<file path="src/rtl/rf_read_port_arbiter_pkg.sv">
// Shared definitions for the register-file read-port arbiter: port ids and default widths.
package rf_arb_pkg;

  typedef enum logic [1:0] {
    PORT_NONE = 2'd0,
    PORT_1    = 2'd1,
    PORT_2    = 2'd2
  } port_id_e;

  localparam int DEF_ADDR_W = 2;
  localparam int DEF_DATA_W = 16;

endpackage

</file>
<file path="src/rtl/rf_read_port_arbiter_picker.sv">
// Rotated find-first-set: returns the first set bit of req scanning from ptr upward, modulo N.
module rr_priority_picker #(
  parameter int N     = 3,
  parameter int IDX_W = (N > 1) ? $clog2(N) : 1
) (
  input  logic [N-1:0]     req,
  input  logic [IDX_W-1:0] ptr,
  output logic [N-1:0]     grant_oh,
  output logic [IDX_W-1:0] grant_idx,
  output logic             found
);

  int pos;

  always_comb begin
    grant_oh  = '0;
    grant_idx = '0;
    found     = 1'b0;
    pos       = 0;
    for (int k = 0; k < N; k++) begin
      pos = int'(ptr) + k;
      if (pos >= N) pos = pos - N;
      if (!found && req[pos]) begin
        found         = 1'b1;
        grant_oh[pos] = 1'b1;
        grant_idx     = IDX_W'(pos);
      end
    end
  end

endmodule

</file>
<file path="src/rtl/rf_read_port_arbiter.sv">
// Round-robin arbiter sharing two synchronous register-file read ports among NUM_REQ requesters.
// Optional address merging onto an already-granted port is enabled by defining RF_READ_MERGE_EN.
module rf_read_port_arbiter
  import rf_arb_pkg::*;
#(
  parameter int NUM_REQ = 3,
  parameter int ADDR_W  = DEF_ADDR_W,
  parameter int DATA_W  = DEF_DATA_W
) (
  input  logic                      clk,
  input  logic                      rst_n,
  input  logic                      flush,
  input  logic [NUM_REQ-1:0]        req_valid,
  input  logic [NUM_REQ*ADDR_W-1:0] req_addr,
  output logic [NUM_REQ-1:0]        req_ready,
  output logic                      rf_re_1,
  output logic                      rf_re_2,
  output logic [ADDR_W-1:0]         rf_re_1_sel,
  output logic [ADDR_W-1:0]         rf_re_2_sel,
  input  logic [DATA_W-1:0]         rf_rd_data_1,
  input  logic [DATA_W-1:0]         rf_rd_data_2,
  output logic [NUM_REQ-1:0]        rsp_valid,
  output logic [NUM_REQ*DATA_W-1:0] rsp_data
);

  localparam int IDX_W = $clog2(NUM_REQ);

  logic [IDX_W-1:0]   rr_ptr_reg, rr_ptr_next;
  port_id_e           port_map_reg [NUM_REQ];
  port_id_e           port_map_next [NUM_REQ];

  logic [ADDR_W-1:0]  addr_arr [NUM_REQ];
  logic [NUM_REQ-1:0] cand1, cand2;
  logic [NUM_REQ-1:0] oh1, oh2;
  logic [IDX_W-1:0]   idx1, idx2;
  logic               found1, found2;
  logic [ADDR_W-1:0]  sel1, sel2;
  logic [NUM_REQ-1:0] grant1, grant2;
  logic [IDX_W-1:0]   last_idx;

  generate
    for (genvar gi = 0; gi < NUM_REQ; gi++) begin : g_addr
      assign addr_arr[gi] = req_addr[gi*ADDR_W +: ADDR_W];
    end
  endgenerate

  // Reset and flush both suppress every grant, so they simply empty the candidate set.
  assign cand1 = req_valid & {NUM_REQ{rst_n & ~flush}};

  rr_priority_picker #(.N(NUM_REQ), .IDX_W(IDX_W)) u_pick_1 (
    .req       (cand1),
    .ptr       (rr_ptr_reg),
    .grant_oh  (oh1),
    .grant_idx (idx1),
    .found     (found1)
  );

  assign sel1 = addr_arr[idx1];

`ifdef RF_READ_MERGE_EN
  logic [NUM_REQ-1:0] match1, match2;

  generate
    for (genvar gi = 0; gi < NUM_REQ; gi++) begin : g_match
      assign match1[gi] = (addr_arr[gi] == sel1);
      assign match2[gi] = (addr_arr[gi] == sel2);
    end
  endgenerate

  assign grant1 = cand1 & ({NUM_REQ{found1}} & match1 | oh1);
  assign cand2  = cand1 & ~match1;
  assign grant2 = cand2 & ({NUM_REQ{found2}} & match2 | oh2);
`else
  assign grant1 = oh1;
  assign cand2  = cand1 & ~oh1;
  assign grant2 = oh2;
`endif

  rr_priority_picker #(.N(NUM_REQ), .IDX_W(IDX_W)) u_pick_2 (
    .req       (cand2),
    .ptr       (rr_ptr_reg),
    .grant_oh  (oh2),
    .grant_idx (idx2),
    .found     (found2)
  );

  assign sel2        = addr_arr[idx2];
  assign req_ready   = grant1 | grant2;
  assign rf_re_1     = found1;
  assign rf_re_2     = found2;
  assign rf_re_1_sel = found1 ? sel1 : '0;
  assign rf_re_2_sel = found2 ? sel2 : '0;

  // Only the port owners advance the pointer; merged requesters ride along.
  assign last_idx = found2 ? idx2 : idx1;

  always_comb begin
    rr_ptr_next = rr_ptr_reg;
    if (found1) begin
      rr_ptr_next = (last_idx == IDX_W'(NUM_REQ - 1)) ? '0 : last_idx + 1'b1;
    end
  end

  always_ff @(posedge clk or negedge rst_n) begin
    if (!rst_n) begin
      rr_ptr_reg <= '0;
    end else begin
      rr_ptr_reg <= rr_ptr_next;
    end
  end

  generate
    for (genvar gi = 0; gi < NUM_REQ; gi++) begin : g_port_map
      assign port_map_next[gi] = grant1[gi] ? PORT_1 :
                                 grant2[gi] ? PORT_2 : PORT_NONE;

      always_ff @(posedge clk or negedge rst_n) begin
        if (!rst_n) begin
          port_map_reg[gi] <= PORT_NONE;
        end else begin
          port_map_reg[gi] <= port_map_next[gi];
        end
      end

      assign rsp_valid[gi] = (port_map_reg[gi] != PORT_NONE) & ~flush;
      assign rsp_data[gi*DATA_W +: DATA_W] =
          !rsp_valid[gi]               ? '0 :
          (port_map_reg[gi] == PORT_1) ? rf_rd_data_1 : rf_rd_data_2;
    end
  endgenerate

endmodule

</file>
<file path="config.mk">
export PLATFORM = sky130hd
export DESIGN_NAME = rf_read_port_arbiter
export DESIGN_NICKNAME = d
export VERILOG_FILES = /design/src/rtl/rf_read_port_arbiter_pkg.sv /design/src/rtl/rf_read_port_arbiter_picker.sv /design/src/rtl/rf_read_port_arbiter.sv
export SDC_FILE = /design/constraint.sdc
export NUM_CORES = 1
export LEC_CHECK = 0
export CORE_MARGIN = 2
export CORE_UTILIZATION = 45
export DETAILED_ROUTE_END_ITERATION = 6
export PLACE_DENSITY = 0.88
export RECOVER_POWER = 50
export SLEW_MARGIN = 10
export SYNTH_ARGS = -nofsm -noshare
export SYNTH_HDL_FRONTEND = slang
export SYNTH_HIERARCHICAL = 1
export SYNTH_SLANG_ARGS = --single-unit
</file>
<file path="constraint.sdc">
create_clock -name clk -period 9.45 [get_ports clk]
set_input_delay 2.3625 -clock clk [delete_from_list [all_inputs] [get_ports clk]]
set_output_delay 2.3625 -clock clk [all_outputs]
set_load 0.005 [all_outputs]
</file>
==> results of run 1 <==
-- layer usage --
layer	vias up	share of wire [%]
met5	-	0
met4	0	1.8
met2	108	50
li1	1203	-
met1	1154	41
met3	10	7.0
-- per-stage QoR --
| step | setup WS (ps) | utilization [%] |
|---|---|---|
| after floorplan | 2250 | - |
| after global placement | 741 | 68.0 |
| after detailed placement | 692 | 68.0 |
| after CTS | 669 | 68.9 |
| after global routing | 193 | 68.8 |
| final | 532 | 68.8 |
-- Yosys cell counts --
master     number  area, um2
a211o_2         2       20.0
a211oi_1        2       15.0
a21oi_1        31        155
a22o_2          2       20.0
a22oi_1        23        173
a22oi_2        10        125
a311oi_1        2       17.5
a31o_1          2       17.5
a31oi_1         2       12.5
and2_1          5       31.3
and2b_1         2       15.0
and3_1          2       12.5
buf_12          1       20.0
buf_2           8       40.0
buf_4           1       7.51
buf_6           6       67.6
clkbuf_1        4       15.0
clkbuf_8        3       41.3
dfrtp_1         8        200
ha_1            8        100
inv_1          13       48.8
mux2i_1         6       60.1
mux2i_4         4       90.1
nand2_1        21       78.8
nand2b_1        6       37.5
nand3_1         5       25.0
nand3b_1       19        143
nor2_1         40        150
nor2_2         10       62.6
nor2b_1        12       75.1
nor2b_4         2       27.5
nor3_1          2       10.0
nor4bb_1        2       20.0
o211ai_1        2       15.0
o21ai_0         4       20.0
o21bai_1        2       15.0
o221ai_1        2       17.5
o22ai_1         2       12.5
o2bb2ai_1       2       17.5
o31ai_1         2       15.0
o32a_1          2       20.0
or2_2           3       18.8
-- power breakdown --
part           leakage, uW  switching (uW)  internal, uW
Sequential        0.000107            41.0          46.5
Combinational     0.000990             278           287
Clock            0.0000216            11.1          27.4
Total              0.00112             330           361
-- critical path, cell delays in order --
cell and delay, ps:
dlygate4sd3_1 520, buf_4 170, nor2b_1 190, and2_0 450, nand2b_1 220, mux2i_4 260, nor2_1 70, o2bb2ai_1 190
nor2b_1 450, mux2i_4 150, mux2i_4 250, mux2i_1 110, nor2_1 320, mux2i_1 140, a21oi_1 170, clkdlybuf4s50_1 520
-- how the worst max path moves through the flow --
stage / start / end / slack (ps) / cells after the start
after floorplan: flush / rf_re_2_sel[0] / 2250 / 14
after detailed placement: rst_n / rf_re_2_sel[1] / 690 / 16
after CTS: rst_n / rf_re_2_sel[1] / 670 / 16
after global routing: rst_n / rf_re_2_sel[1] / 190 / 16
final: rst_n / rf_re_2_sel[1] / 530 / 16
after global placement: rst_n / rf_re_2_sel[1] / 740 / 16
-- cell families (layout without fill, tap and decap cells) --
family          after synthesis  in the layout  share of synthesized area [%]
compound gates               94             94                           33.0
flops                         8              8                           9.60
fa+ha+maj                     8              8                           4.80
buf+inv                      36            121                           11.5
mux                          10             10                           7.20
simple gates                131            131                           33.9
-- area by class of cell --
| class | count | share of cell area (%) |
|---|---|---|
| sequential | 8 | 6.59 |
| timing repair buffer | 105 | 34.1 |
| tap | 52 | 2.14 |
| inverter | 13 | 1.61 |
| clock buffer | 3 | 1.36 |
| multi-input combinational | 243 | 54.2 |
==> flow_summary_export.csv, run 1 <==
group,metric,value,unit
global_route,met2_usage,43.9,%
die,die_h,72.1,um
sta,fin_skew,4.89,ps
detailed_routing,avgRoutedWirePerCell,15.6,um
setup_path,cp_data_required_time,7090,ps
worst_hold_path,min_path_cells,2,
clock_network,cts_made_buffers,3,
place,dp_hpwl,5.07,mm
logic_synthesis,ys_ff_latch,8,
clock_network,htree_num_levels,1,
pwr,p_total,691,uW
die,rows,24,
logic_synthesis,synth-seq-area-share,9.60,%
place,io_buffers,103,
sta,setup_viol,0,
clock_network,clockBufferDepth,2,
global_route,grt.met3_usage,3.19,%
logic_synthesis,synthCells,287,
outcome,status,"finished with violations",
sta,rsz0062_at_grt,"false",
logic_synthesis,netlist_area,2090,um2
flow_run,cap_violations,1,
logic_synthesis,avgSynthCellArea,7.27,um2
die,core,4410,um2
cells_and_area,finalInstanceArea,3040,um2
global_route,gr-usage-met1,31.4,%
sta,slew_headroom,-47.7,%
outcome,violations,"max-capacitance violations, max-slew violations",
global_route,globalRouteOverflowTotal,0,
setup_path,worst_setup_path_start_kind,"input pin",
setup_path,r2r_slack,5850,ps
worst_hold_path,hold_path_class,"reg2reg",
place,place.gp.congestion,0.872,
global_route,grt_max_degree,52,
cells_and_area,fill_cells,389,
cells_and_area,instances_no_fill,424,
cells_and_area,largest_reg_flops,6,
place,dp_cells,421,
detailed_routing,final_antenna_net_count,0,
cells_and_area,diodes,0,
worst_hold_path,holdPathEnd,"rr_ptr_reg[0]$_DFFE_PN0P_",
global_route,grt_usage,24.6,%
die,dieArea,5200,um2
sta,tightest_slew,2220,ps
sta,slew_viol_final,52,
setup_path,rr_endpoint,"rr_ptr_reg[0]$_DFFE_PN0P_",
sta,fmax,112,MHz
cells_and_area,fin_nets,426,
cells_and_area,layout_commonest_cell,"clkdlybuf4s50_1",
pwr,ir_drop,0.000234,V
detailed_routing,drtIter0Drc,149,
detailed_routing,routed_wl,6.60,mm
clock_network,post_cts_buffers,0,
cells_and_area,drive_above_1_share,10.2,%
die,io_pins,104,
logic_synthesis,synth_cell_type_count,42,
setup_path,timing.rr.start,"rr_ptr_reg[1]$_DFFE_PN0P_",
global_route,grt_pass1_wl,10.6,mm
detailed_routing,vias,2475,
pwr,p_leak,0.00112,uW
clock_network,clkSlewWorstSetupHoldPaths,40,ps
setup_path,crit_path_max_fanout,9,
logic_synthesis,synth_nets,339,
cells_and_area,final_cell_mix,"clkdlybuf4s50_1, nor2_1, a21oi_1, dlygate4sd3_1, a22oi_1",
clock_network,post_cts_resized,0,
sta,period_needed,8920,ps
worst_hold_path,hold_path_startpoint,"rr_ptr_reg[0]$_DFFE_PN0P_",
pwr,powerDensity,228,nW/um2
die,die_x,72.1,um
setup_path,cp.arrival,6560,ps
clock_network,cts_tree,"yes",
clock_network,root_buffer,"clkbuf_8",
global_route,antenna_found_initial,0,
clock_network,clk_latency,220,ps
setup_path,worstSetupPathType,"in2out",
detailed_routing,drc,0,
cells_and_area,register_area,200,um2
global_route,gr-max-usage-layer,"met2",
setup_path,reg2reg_depth,13,
sta,finalCritPeriodShare,94.4,%
detailed_routing,via_per_inst,5.84,
logic_synthesis,synth-warning-count,6,
place,dpl-instance-area,3000,um2
detailed_routing,first_pass_iters,4,
sta,whs,712,ps
global_route,grt_pass1_vias,2287,
clock_network,cts_sinks,8,
sta,tns,0,ps
die,initial_utilization,47.3,%
cells_and_area,area_growth,45.7,%
setup_path,crit_path_end_kind,"output pin",
clock_network,hold_buffers,0,
cells_and_area,multi_input_area,1650,um2
sta,hold_viol_final,0,
(Power assumes the default switching activity.)
==> run 2: changes to the inputs <==
Settings changed: CORE_UTILIZATION 45 to 42, CTS_CLUSTER_DIAMETER set to 150, CTS_CLUSTER_SIZE set to 20, PLACE_DENSITY 0.88 to 0.83.
Clock period 9.45 ns to 9.3 ns, I/O delays scaled along.
==> flow_summary_export.csv, run 2 (synthesis gave the netlist of run 1 again) <==
group,metric,value,unit
pwr,p_total,708,uW
detailed_routing,drtIter0Drc,130,
detailed_routing,drc,0,
setup_path,crit_path_end_kind,"output pin",
die,io_pins,104,
sta,slew_headroom,-48.6,%
detailed_routing,final_antenna_net_count,0,
sta,fin_skew,4.72,ps
cells_and_area,diodes,0,
detailed_routing,vias,2478,
pwr,p_leak,0.00111,uW
die,dieArea,5550,um2
setup_path,worstSetupPathType,"in2out",
cells_and_area,layout_commonest_cell,"clkdlybuf4s50_1",
clock_network,cts_made_buffers,3,
setup_path,worst_setup_path_start_kind,"input pin",
pwr,ir_drop,0.000233,V
setup_path,r2r_slack,5770,ps
global_route,gr-max-usage-layer,"met2",
die,initial_utilization,43.9,%
global_route,grt.met3_usage,4.61,%
sta,fmax,114,MHz
pwr,powerDensity,231,nW/um2
sta,whs,698,ps
global_route,globalRouteOverflowTotal,0,
place,preCtsSetupSlack,768,ps
place,io_buffers,103,
detailed_routing,first_pass_iters,4,
clock_network,root_buffer,"clkbuf_8",
die,die_x,74.5,um
outcome,status,"finished with violations",
detailed_routing,via_per_inst,5.63,
die,core,4750,um2
cells_and_area,fin_nets,427,
pwr,swShare,48.0,%
sta,rsz0062_at_grt,"false",
clock_network,post_cts_resized,0,
die,die_h,74.5,um
detailed_routing,avgRoutedWirePerCell,15.3,um
global_route,grt_pass1_wl,10.3,mm
setup_path,cp_data_required_time,6980,ps
sta,slew_viol_final,52,
place,dp_hpwl,5.11,mm
clock_network,cts_tree,"yes",
cells_and_area,area_growth,46.7,%
cells_and_area,final_cell_mix,"clkdlybuf4s50_1, nor2_1, a21oi_1, a22oi_1, dlygate4sd3_1",
setup_path,cp.arrival,6480,ps
sta,setup_viol,0,
global_route,met2_usage,41.4,%
pwr,clock_power_share,5.7,%
sta,hold_viol_final,0,
pwr,power_frac_comb,81.9,%
setup_path,crit_path_max_fanout,8,
die,rows,25,
clock_network,hold_buffers,0,
clock_network,clk_latency,230,ps
detailed_routing,routed_wl,6.73,mm
clock_network,clkSlewWorstSetupHoldPaths,40,ps
global_route,grt_usage,23.0,%
pwr,p_sw,340,uW
global_route,antenna_found_initial,0,
sta,period_needed,8800,ps
pwr,power_frac_seq,12.4,%
sta,finalCritPeriodShare,94.7,%
flow_run,cap_violations,1,
global_route,grt_max_degree,52,
global_route,grt_pass1_vias,2214,
clock_network,clockBufferDepth,2,
sta,tns,0,ps
cells_and_area,largest_reg_flops,6,
outcome,violations,"max-capacitance violations, max-slew violations",
pwr,internal_power,368,uW
clock_network,htree_num_levels,1,
cells_and_area,drive_above_1_share,10.2,%
place,place.gp.congestion,0.920,
sta,tightest_slew,2230,ps
worst_hold_path,hold_path_class,"reg2reg",
clock_network,post_cts_buffers,0,
sta,layout_setup_ws,497,ps
clock_network,cts_sinks,8,
global_route,gr-usage-met1,27.9,%
run 2: changes by cell type in the layout (fill, tap and decap cells not counted), sizes merged:
cell and change:
clkbuf +1, clkdlybuf4s50 +2, dlygate4sd3 -2
run 2: routing by layer:
layer | vias to the layer above | routed length [um]
li1 | 1213 | -
met1 | 1133 | 2720
met5 | - | 0
met4 | 0 | 119
met2 | 118 | 3310
met3 | 14 | 593
run 2: layout make-up:
type,instances,area [um2]
clock buffer,3,41.3
multi-input combinational,243,1650
sequential,8,200
fill,453,1690
timing repair buffer,106,1040
inverter,13,48.8
tap,67,83.8
run 2: stage by stage:
stage / std cells / utilization [%] / area [um2]
finish: 440 / 64.4 / 3060
global route: 440 / 64.4 / 3060
global placement: 437 / 63.7 / 3030
floorplan: 287 / - / 2090
detailed placement: 437 / 63.7 / 3030
CTS: 440 / 64.5 / 3070
run 2: path summary, 6_finish.rpt:
check | start | end | cells after the start
setup / recovery | rst_n | rf_re_2_sel[0] | 15
hold / removal | rr_ptr_reg[1]$_DFFE_PN0P_ | rr_ptr_reg[1]$_DFFE_PN0P_ | 2
setup reg to reg | rr_ptr_reg[1]$_DFFE_PN0P_ | rr_ptr_reg[1]$_DFFE_PN0P_ | 13
hold reg to reg | rr_ptr_reg[1]$_DFFE_PN0P_ | rr_ptr_reg[1]$_DFFE_PN0P_ | 2
max in group asynchronous | rst_n | port_map_reg[1]$_DFF_PN0_ | 2
min in group asynchronous | rst_n | rr_ptr_reg[0]$_DFFE_PN0P_ | 2
run 2: worst max-delay path: stages:
cell and delay (ps):
dlygate4sd3_1 580, nor2b_1 230, and2_0 460, nand2b_1 220, and3_1 220, a311oi_1 200
o2bb2ai_1 150, nor2b_1 410, mux2i_4 150, mux2i_4 240, mux2i_1 100, nor2_1 310
mux2i_1 160, a21oi_1 200, clkdlybuf4s50_1 530
run 2: power groups by stage:
stage	sequential (uW)	clock [uW]	combinational, uW
floorplan	58.8	0	415
global placement	88.5	0	582
detailed placement	88.6	0	579
CTS	87.9	41.5	584
global route	92.6	44.2	632
finish	87.8	40.3	580
==> run 3: changes to the inputs <==
Settings changed: CELL_PAD_IN_SITES_DETAIL_PLACEMENT set to 1, CELL_PAD_IN_SITES_GLOBAL_PLACEMENT set to 2, CORE_UTILIZATION 42 to 23, PLACE_DENSITY 0.83 to unset, PLACE_DENSITY_LB_ADDON set to 0.1.
Clock period 9.3 ns to 10.2 ns, I/O delays scaled along.
==> flow_summary_export.csv, run 3 (synthesis gave the netlist of run 1 again) <==
group,metric,value,unit
place,dp_hpwl,5.97,mm
setup_path,reg2reg_depth,12,
die,die_h,99.2,um
clock_network,clk_latency,220,ps
die,initial_utilization,23.8,%
pwr,powerDensity,213,nW/um2
pwr,p_total,659,uW
outcome,violations,"max-capacitance violations, max-slew violations",
cells_and_area,postLayoutCoreUtil,35.4,%
worst_hold_path,hold_path_startpoint,"rr_ptr_reg[1]$_DFFE_PN0P_",
sta,finalCritPeriodShare,93.1,%
detailed_routing,routed_wl,7.95,mm
sta,fmax,105,MHz
detailed_routing,first_pass_iters,4,
global_route,grt_usage,15.4,%
clock_network,clockBufferDepth,2,
clock_network,post_cts_buffers,0,
cells_and_area,drive_above_1_share,9.97,%
clock_network,hold_buffers,0,
detailed_routing,final_antenna_net_count,0,
detailed_routing,vias,2468,
worst_hold_path,hold_path_class,"reg2reg",
place,preCtsSetupSlack,862,ps
setup_path,crit_path_end_kind,"output pin",
cells_and_area,fill_cells,1104,
setup_path,worst_setup_path_start_kind,"input pin",
die,die_x,99.2,um
sta,setup_viol,0,
global_route,grt_pass1_vias,2505,
place,io_buffers,103,
sta,tns,0,ps
setup_path,worstSetupPathType,"in2out",
sta,whs,730,ps
global_route,grt_max_degree,52,
cells_and_area,area_growth,48.7,%
global_route,grt_pass1_wl,12.6,mm
setup_path,crit_path_start,"rst_n",
sta,tightest_slew,2400,ps
worst_hold_path,min_path_cells,2,
sta,slew_viol_final,52,
cells_and_area,layout_commonest_cell,"clkdlybuf4s50_1",
clock_network,post_cts_resized,0,
sta,layout_setup_ws,699,ps
setup_path,crit_path_max_fanout,9,
die,dieArea,9850,um2
detailed_routing,via_per_inst,5.15,
die,core,8760,um2
cells_and_area,fin_nets,425,
clock_network,htree_num_levels,1,
detailed_routing,drtIter0Drc,40,
pwr,ir_drop,0.000115,V
clock_network,cts_sinks,8,
cells_and_area,diodes,0,
setup_path,r2r_slack,6510,ps
die,io_pins,104,
setup_path,timing.rr.start,"rr_ptr_reg[0]$_DFFE_PN0P_",
setup_path,rr_endpoint,"rr_ptr_reg[1]$_DFFE_PN0P_",
flow_run,cap_violations,1,
place,place.gp.congestion,0.788,
cells_and_area,largest_reg_flops,6,
sta,rsz0062_at_grt,"false",
clock_network,cts_tree,"yes",
setup_path,cp.arrival,6950,ps
detailed_routing,drc,0,
worst_hold_path,holdPathEnd,"rr_ptr_reg[1]$_DFFE_PN0P_",
outcome,status,"finished with violations",
die,rows,34,
clock_network,clkSlewWorstSetupHoldPaths,40,ps
detailed_routing,avgRoutedWirePerCell,16.6,um
sta,slew_headroom,-60.2,%
pwr,p_leak,0.00109,uW
global_route,antenna_found_initial,0,
clock_network,root_buffer,"clkbuf_8",
sta,hold_viol_final,0,
setup_path,cp_data_required_time,7650,ps
sta,period_needed,9500,ps
cells_and_area,final_cell_mix,"clkdlybuf4s50_1, nor2_1, a21oi_1, dlygate4sd3_1, a22oi_1",
global_route,globalRouteOverflowTotal,0,
sta,fin_skew,5.22,ps
clock_network,cts_made_buffers,3,
-- run 3: cell type report --
type	count	area [um2]	area share, %
Inverter	13	48.8	1.57
Timing Repair Buffer	104	1030	33.2
Tap cell	108	135	4.36
Sequential cell	8	200	6.46
Clock buffer	3	41.3	1.33
Multi-Input combinational cell	243	1650	53.1
-- run 3: power breakdown --
part	leakage, uW	switching (uW)	internal (uW)	total (uW)
logic	0.000966	270	267	537
clock network	0.0000216	11.1	25.4	36.6
registers	0.000107	42.5	42.9	85.3
total	0.00109	324	335	659
-- run 3: worst max path at each step --
stage                     endpoint  slack [ps]  depth (start not counted)
floorplan           rf_re_2_sel[0]        2620                         14
global placement    rf_re_2_sel[1]         890                         15
detailed placement  rf_re_2_sel[0]         860                         15
CTS                 rf_re_2_sel[1]         850                         15
global route        rf_re_2_sel[0]         300                         15
finish              rf_re_2_sel[1]         700                         15
-- run 3: critical path, cell delays in order --
cell and delay (ps):
dlygate4sd3_1 770, nor2b_1 240, and2_0 460, nand2b_1 210, a31o_1 250, a21oi_1 160, a31oi_1 100, nor2b_1 490
nand2b_1 240, mux2i_4 260, mux2i_1 110, nor2_1 320, mux2i_1 120, a21oi_1 150, clkdlybuf4s50_1 510
-- run 3: through the flow --
stage          cell area [um2]  std cells
2_1_floorplan             2090        287
5_1_grt                   3100        479
6_report                  3100        479
4_1_cts                   3100        479
3_3_place_gp              3060        476
3_5_place_dp              3060        476
-- run 3: metal layers --
metal  up-vias  global-route usage (%)  share of wire [%]
li1       1203                       -                  -
met1      1164                    19.4                 44
met2        91                    27.4                 48
met3        10                    3.02                6.7
met4         0                    2.74                1.5
met5         -                       0                  0
